File: src/rtl/bw_ctu_clk_pkg.sv
// Shared constants, state encoding and helpers for the CTU clock-divider phase generator.
// Latency: n/a (declarations only).
// Backpressure: n/a.
package bw_ctu_clk_pkg;

   localparam int CNT_W     = 5;
   localparam int MIN_RATIO = 2;

   typedef enum logic [1:0] {
      IDLE  = 2'd0,
      RUN   = 2'd1,
      DRAIN = 2'd2
   } state_t;

   // High-phase length of a divided period: floor(N/2).
   function automatic logic [CNT_W-1:0] half_ratio(input logic [CNT_W-1:0] n);
      return n >> 1;
   endfunction

endpackage

File: src/rtl/bw_ctu_clk_div_phase.sv
// Next-phase decode: turns the next cycle index k and ratio N into div0/div1/cyc_start.
// Latency: combinational; the top registers the results.
// Backpressure: none.
//
// Ports:
//   k_nxt      cycle index within the period for the next cycle
//   n_nxt      divide ratio in effect for the next cycle
//   active     divider is running (RUN or DRAIN) next cycle
//   div0_nxt   posedge-phase enable, high for k < floor(N/2)
//   div1_nxt   negedge-phase enable, same as div0 for odd N, low for even N
//   cyc_nxt    first cycle of a divided period
module bw_ctu_clk_div_phase
   import bw_ctu_clk_pkg::*;
(
   input  logic [CNT_W-1:0] k_nxt,
   input  logic [CNT_W-1:0] n_nxt,
   input  logic             active,
   output logic             div0_nxt,
   output logic             div1_nxt,
   output logic             cyc_nxt
);

   logic [CNT_W-1:0] half;
   logic             in_high;

   always_comb begin
      half     = half_ratio(n_nxt);
      in_high  = active && (k_nxt < half);
      div0_nxt = in_high;
      // For odd N the negedge-captured copy stretches the high phase by half a
      // PLL cycle, giving N/2 high time after the sync mux ORs the two phases.
      div1_nxt = in_high && n_nxt[0];
      cyc_nxt  = active && (k_nxt == '0);
   end

endmodule

File: src/rtl/bw_ctu_clk_div_gen.sv
// Programmable integer clock-divider phase generator: div0/div1 phase enables, period marker, ratio update handshake.
// Latency: all outputs registered, one cycle after the sampled inputs; a ratio update lands on the next period boundary.
// Backpressure: upd_req is held until ratio_ack; it must be seen low before another request is accepted.
//
// Ports:
//   clk        PLL clock, all state on posedge
//   rst        asynchronous active-high reset
//   en         run the divider (level)
//   div_sync   single-cycle pulse restarting the period (ignored when idle)
//   upd_req    ratio update request (level), div_ratio stable while high
//   div_ratio  requested ratio, clamped up to MIN_RATIO
//   ratio_ack  one-cycle pulse in the first cycle the new ratio is in effect
//   cur_ratio  ratio currently in effect
//   div0/div1  posedge/negedge phase enables for the sync mux
//   cyc_start  first cycle of each divided period
module bw_ctu_clk_div_gen #(
   parameter int CNT_W       = bw_ctu_clk_pkg::CNT_W,
   parameter int MIN_RATIO   = bw_ctu_clk_pkg::MIN_RATIO,
   parameter int RESET_RATIO = 4
) (
   input  logic             clk,
   input  logic             rst,
   input  logic             en,
   input  logic             div_sync,
   input  logic             upd_req,
   input  logic [CNT_W-1:0] div_ratio,
   output logic             ratio_ack,
   output logic [CNT_W-1:0] cur_ratio,
   output logic             div0,
   output logic             div1,
   output logic             cyc_start
);

   import bw_ctu_clk_pkg::*;

   state_t           state, state_nxt;
   logic [CNT_W-1:0] cnt, cnt_nxt;
   logic [CNT_W-1:0] ratio_nxt;
   logic [CNT_W-1:0] ratio_clamped;
   logic             armed, armed_nxt;
   logic             wrap;
   logic             restart;
   logic             accept;
   logic             div0_nxt, div1_nxt, cyc_nxt;

   always_comb begin
      state_nxt     = state;
      cnt_nxt       = '0;
      ratio_clamped = (div_ratio < CNT_W'(MIN_RATIO)) ? CNT_W'(MIN_RATIO) : div_ratio;

      wrap    = (cnt == cur_ratio - CNT_W'(1));
      // A period boundary: natural wrap or a sync restart while the divider runs.
      restart = (state != IDLE) && (wrap || div_sync);
      // Ratio changes only where a fresh period begins, so no runt high phase
      // is ever produced; when idle there is no period to protect.
      accept    = upd_req && armed && ((state == IDLE) || restart);
      ratio_nxt = accept ? ratio_clamped : cur_ratio;
      // Once acked, a still-high request must be seen low before re-arming.
      armed_nxt = accept ? 1'b0 : (upd_req ? armed : 1'b1);

      case (state)
         IDLE: begin
            if (en) state_nxt = RUN;
         end
         RUN: begin
            cnt_nxt = restart ? '0 : cnt + CNT_W'(1);
            if (!en) state_nxt = DRAIN;
         end
         DRAIN: begin
            cnt_nxt = restart ? '0 : cnt + CNT_W'(1);
            if (en)
               state_nxt = RUN;
            else if (wrap && !div_sync)
               state_nxt = IDLE;
         end
         default: state_nxt = IDLE;
      endcase
   end

   bw_ctu_clk_div_phase u_phase (
      .k_nxt    (cnt_nxt),
      .n_nxt    (ratio_nxt),
      .active   (state_nxt != IDLE),
      .div0_nxt (div0_nxt),
      .div1_nxt (div1_nxt),
      .cyc_nxt  (cyc_nxt)
   );

   always_ff @(posedge clk or posedge rst) begin
      if (rst) begin
         state     <= IDLE;
         cnt       <= '0;
         cur_ratio <= CNT_W'(RESET_RATIO);
         armed     <= 1'b1;
         ratio_ack <= 1'b0;
         div0      <= 1'b0;
         div1      <= 1'b0;
         cyc_start <= 1'b0;
      end else begin
         state     <= state_nxt;
         cnt       <= cnt_nxt;
         cur_ratio <= ratio_nxt;
         armed     <= armed_nxt;
         ratio_ack <= accept;
         div0      <= div0_nxt;
         div1      <= div1_nxt;
         cyc_start <= cyc_nxt;
      end
   end

endmodule
File: config.mk
export PLATFORM = sky130hd
export DESIGN_NAME = bw_ctu_clk_div_gen
export DESIGN_NICKNAME = d
export VERILOG_FILES = /design/src/rtl/bw_ctu_clk_pkg.sv /design/src/rtl/bw_ctu_clk_div_phase.sv /design/src/rtl/bw_ctu_clk_div_gen.sv
export SDC_FILE = /design/constraint.sdc
export NUM_CORES = 1
export LEC_CHECK = 0
export BUFFER_PORTS_ARGS = -buffer_cell sky130_fd_sc_hd__buf_2
export CAP_MARGIN = 5
export CORE_MARGIN = 1
export CORE_UTILIZATION = 35
export CTS_BUF_LIST = sky130_fd_sc_hd__clkbuf_8 sky130_fd_sc_hd__clkbuf_16
export DETAILED_ROUTE_END_ITERATION = 6
export SETUP_SLACK_MARGIN = 0.02
export SLEW_MARGIN = 20
export SYNTH_ARGS = -nofsm -noshare
export SYNTH_HDL_FRONTEND = slang
export SYNTH_SLANG_ARGS = --single-unit
File: constraint.sdc
create_clock -name clk -period 4.5 [get_ports clk]
set_clock_uncertainty 0.05 [all_clocks]
set_input_delay 1.35 -clock clk [delete_from_list [all_inputs] [get_ports clk]]
set_output_delay 1.35 -clock clk [all_outputs]
set_load 0.05 [all_outputs]
==> key figures <==
Routing
  • WL per Instance: 13.20 microns
  • Routed vias: 830
  • First-pass DRT Iterations: 4
  • Routed vias/inst: 5.000
  • Initial drt markers: 34
  • ANT nets after route: 0
  • Wirelength, routed: 2.191 mm
  • Residual DRC: 0

Power
  • Seq pwr share: 28.6%
  • Net Sw Frac: 50.20%
  • P_int: 494.0 uW
  • Sw Pwr: 498.0 uW
  • Worst vdd ir: 0.3122 mV
  • Leakage: 0.5983 nW
  • Tot Pwr: 992.0 uW
  • Clock share of power: 11.6%
  • Pwr dens: 765.3 nW/um^2
  • Comb pwr share: 59.8%

Synth
  • Mapped Cells: 102
  • Largest area contributor in the netlist: dfrtp_1
  • Cell variety after synth: 42
  • Syn avg cell area: 11.02 sq um
  • Sequential element share of the synthesized area: 38.08%
  • Synthesized cell area: 1124 sq um
  • Ranking of synthesized cells by area: dfrtp_1, ha_1, dfstp_2
  • Syn. warnings: 0
  • Share of flip-flops with an asynchronous set or reset: 100.0%
  • Top-area cell type share of the netlist area: 33.41%
  • Syn_nets: 121
  • Post-synth EDFFs: 0
  • Main synth FF type: dfrtp_1
  • Synth Register Bits: 17

GRT
  • GRT Total Usage: 14.11%
  • Initial antenna violation count: 0
  • GRT overflow: 0
  • Vias in the first global route: 754
  • Largest net degree at the start of global routing: 18
  • First-pass GRT wire length: 3.498 mm

Final layout
  • N_diodes: 0
  • Area grow syn2layout: 15.37%
  • Final #Nets: 142
  • Fillers: 310
  • Layout cell share with drive strength beyond 1: 26.23%

Die
  • Initial core utilization: 36.80%
  • Die Span Y: 58.66 microns
  • IO Count: 19
  • Row count: 20
  • Die X: 58.66 microns
  • Die ar.: 3441 sq um
  • CORE AREA: 3053 sq um

Timing
  • Fin crit share: 70.50%
  • Setup TNS: 0 ns
  • Slew margin rel.: 56.02%
  • RSZ-0062 raised after global routing: false
  • Fin. max-slew vios: 0
  • Final hold vios: 0
  • Min Tclk post-route: 3.172 ns
  • Worst Tran Pin Value: 0.6589 ns
  • Fmax: 315.2 MHz
  • Endpoints failing setup: 0

Clock tree
  • CTS Buf Count: 3
  • Clk sinks: 17
  • # hold bufs at CTS: 0
  • Longest Clk Path Bufs: 2
  • Worst-skew pair later-pin latency: 0.25 ns
  • Clock Tree Root: clkbuf_8
  • Post-CTS Setup Inserts: 0
  • Cts repair resizes: 0
  • H-tree depth: 1
  • CTS tree: done
  • Clock-pin slew on the worst setup and hold paths: 0.07 ns

Critical path
  • CP required: 4.62 ns
  • CP peak stage delay: 0.44 ns
  • Crit path DAT: 3.29 ns
  • Cell Chain, Critical Path: inv_1 > ha_1 > xnor2_1 > a211oi_2 > o311ai_4 > a21oi_4 > mux2i_1 > ha_1 > a21o_1 > a21oi_1 > o221ai_1 > a211oi_2
  • Crit Path Category: flop to flop
  • Top Family by Delay on Critical Path: compound AO/OA/AOI/OAI gates
  • CP Buf/Inv Count: 1
  • CP Launch Type: flop
  • CP max stage cell: dfrtp_1
  • Critical Path Fanout Max: 7
  • CP endpoint kind: flop

Placement
  • Post-DP HPWL: 1.681 mm
  • Port bufs: 18
  • Final Wtd Congestion: 0.7256

Outcome
  • Outcome: finished, final reports clean

Flow run
  • Maxcap violations: 0

Worst hold path
  • HP Class: flop to flop
[power groups by stage]
stage / combinational (mW) / sequential, mW / clock (mW)
3_5_place_dp: 0.600 / 0.285 / 0
2_1_floorplan: 0.362 / 0.400 / 0
4_1_cts: 0.600 / 0.284 / 0.119
5_1_grt: 0.648 / 0.293 / 0.123
6_report: 0.594 / 0.284 / 0.115
3_3_place_gp: 0.589 / 0.284 / 0
[worst paths after layout]
path | startpoint | to | slack [ns] | cells after the start
hold reg to reg | armed | armed | 0.42 | 2
min in group asynchronous | rst | cnt[0] | 1.13 | 2
setup reg to reg | cur_ratio[0] | div1 | 1.33 | 12
hold / removal | armed | armed | 0.42 | 2
max in group asynchronous | rst | cnt[1] | 2.85 | 2
setup / recovery | cur_ratio[0] | div1 | 1.33 | 12
[routing by layer]
metal	GRT usage, %	share of wire [%]
met5	0	0
met3	3.297	3.0
met2	20.69	45
met1	19.44	51
met4	7.143	1.2
[state kept, by name, indices dropped and copies added, names as in the netlist]
signal and cells:
cnt 5, cur_ratio 5, state 2, armed 1
cyc_start 1, div0 1, div1 1, ratio_ack 1
[cell usage in the layout (no fill, tap or decap), types with 2 or more instances in the layout]
master,count
nand3_1,3
xor2_1,4
dfstp_2,2
a211oi_2,2
nand2_1,2
mux2i_1,4
nor3b_1,2
buf_2,18
dfrtp_1,15
xnor2_1,4
ha_1,9
nor3_1,4
clkbuf_8,3
nor2b_1,2
inv_1,9
a21oi_1,3
nor2_1,10
[Yosys cell counts (2+ instances only)]
master,instances
dfrtp_1,15
nor2_1,10
ha_1,9
inv_1,9
mux2i_1,4
nor3_1,4
xnor2_1,4
xor2_1,4
a21oi_1,3
nand3_1,3
a211oi_2,2
dfstp_2,2
nand2_1,2
nor2b_1,2
nor3b_1,2
[area by class of cell]
cell class              count  area (sq um)  share of cell area, %
repair buffers             18         90.09                  6.950
clock inverters             1         5.005                 0.3861
flip-flops and latches     17         427.9                  33.01
clock buffers               3         41.29                  3.185
well taps                  44         55.05                  4.247
multi-input cells          74         643.1                  49.61
inverters                   9         33.78                  2.606
[stage by stage]
| step | hold WS (ns) | area [sq um] | util [%] | setup slack, ns | instances |
|---|---|---|---|---|---|
| detailed placement | 0.4132 | 1250 | 40.94 | 1.278 | 162 |
| global placement | 0.4151 | 1250 | 40.94 | 1.359 | 162 |
| global route | 0.4274 | 1296 | 42.46 | 1.153 | 166 |
| floorplan | 0.4004 | 1124 | - | 1.300 | 102 |
| CTS | 0.4231 | 1296 | 42.46 | 1.312 | 166 |
| finish | 0.4215 | 1296 | 42.46 | 1.328 | 166 |
[tightest hold or removal path, stage by stage, from the launching register on]
cell and delay, ns:
dfstp_2 0.37, nand3_1 0.05, nand2_1 0.05
[cells by family after synthesis]
| logic type | Yosys count | synth area share [%] |
|---|---|---|
| and+or+nand+nor | 28 | 13.14 |
| DFF | 17 | 38.08 |
| adders and majority gates | 9 | 10.02 |
| muxes | 4 | 3.564 |
| AOI/OAI and AO/OA | 23 | 21.38 |
| buffers and inverters | 11 | 4.677 |
| xor gates and xnor gates | 10 | 9.132 |
Power figures use the tool's default switching activity.
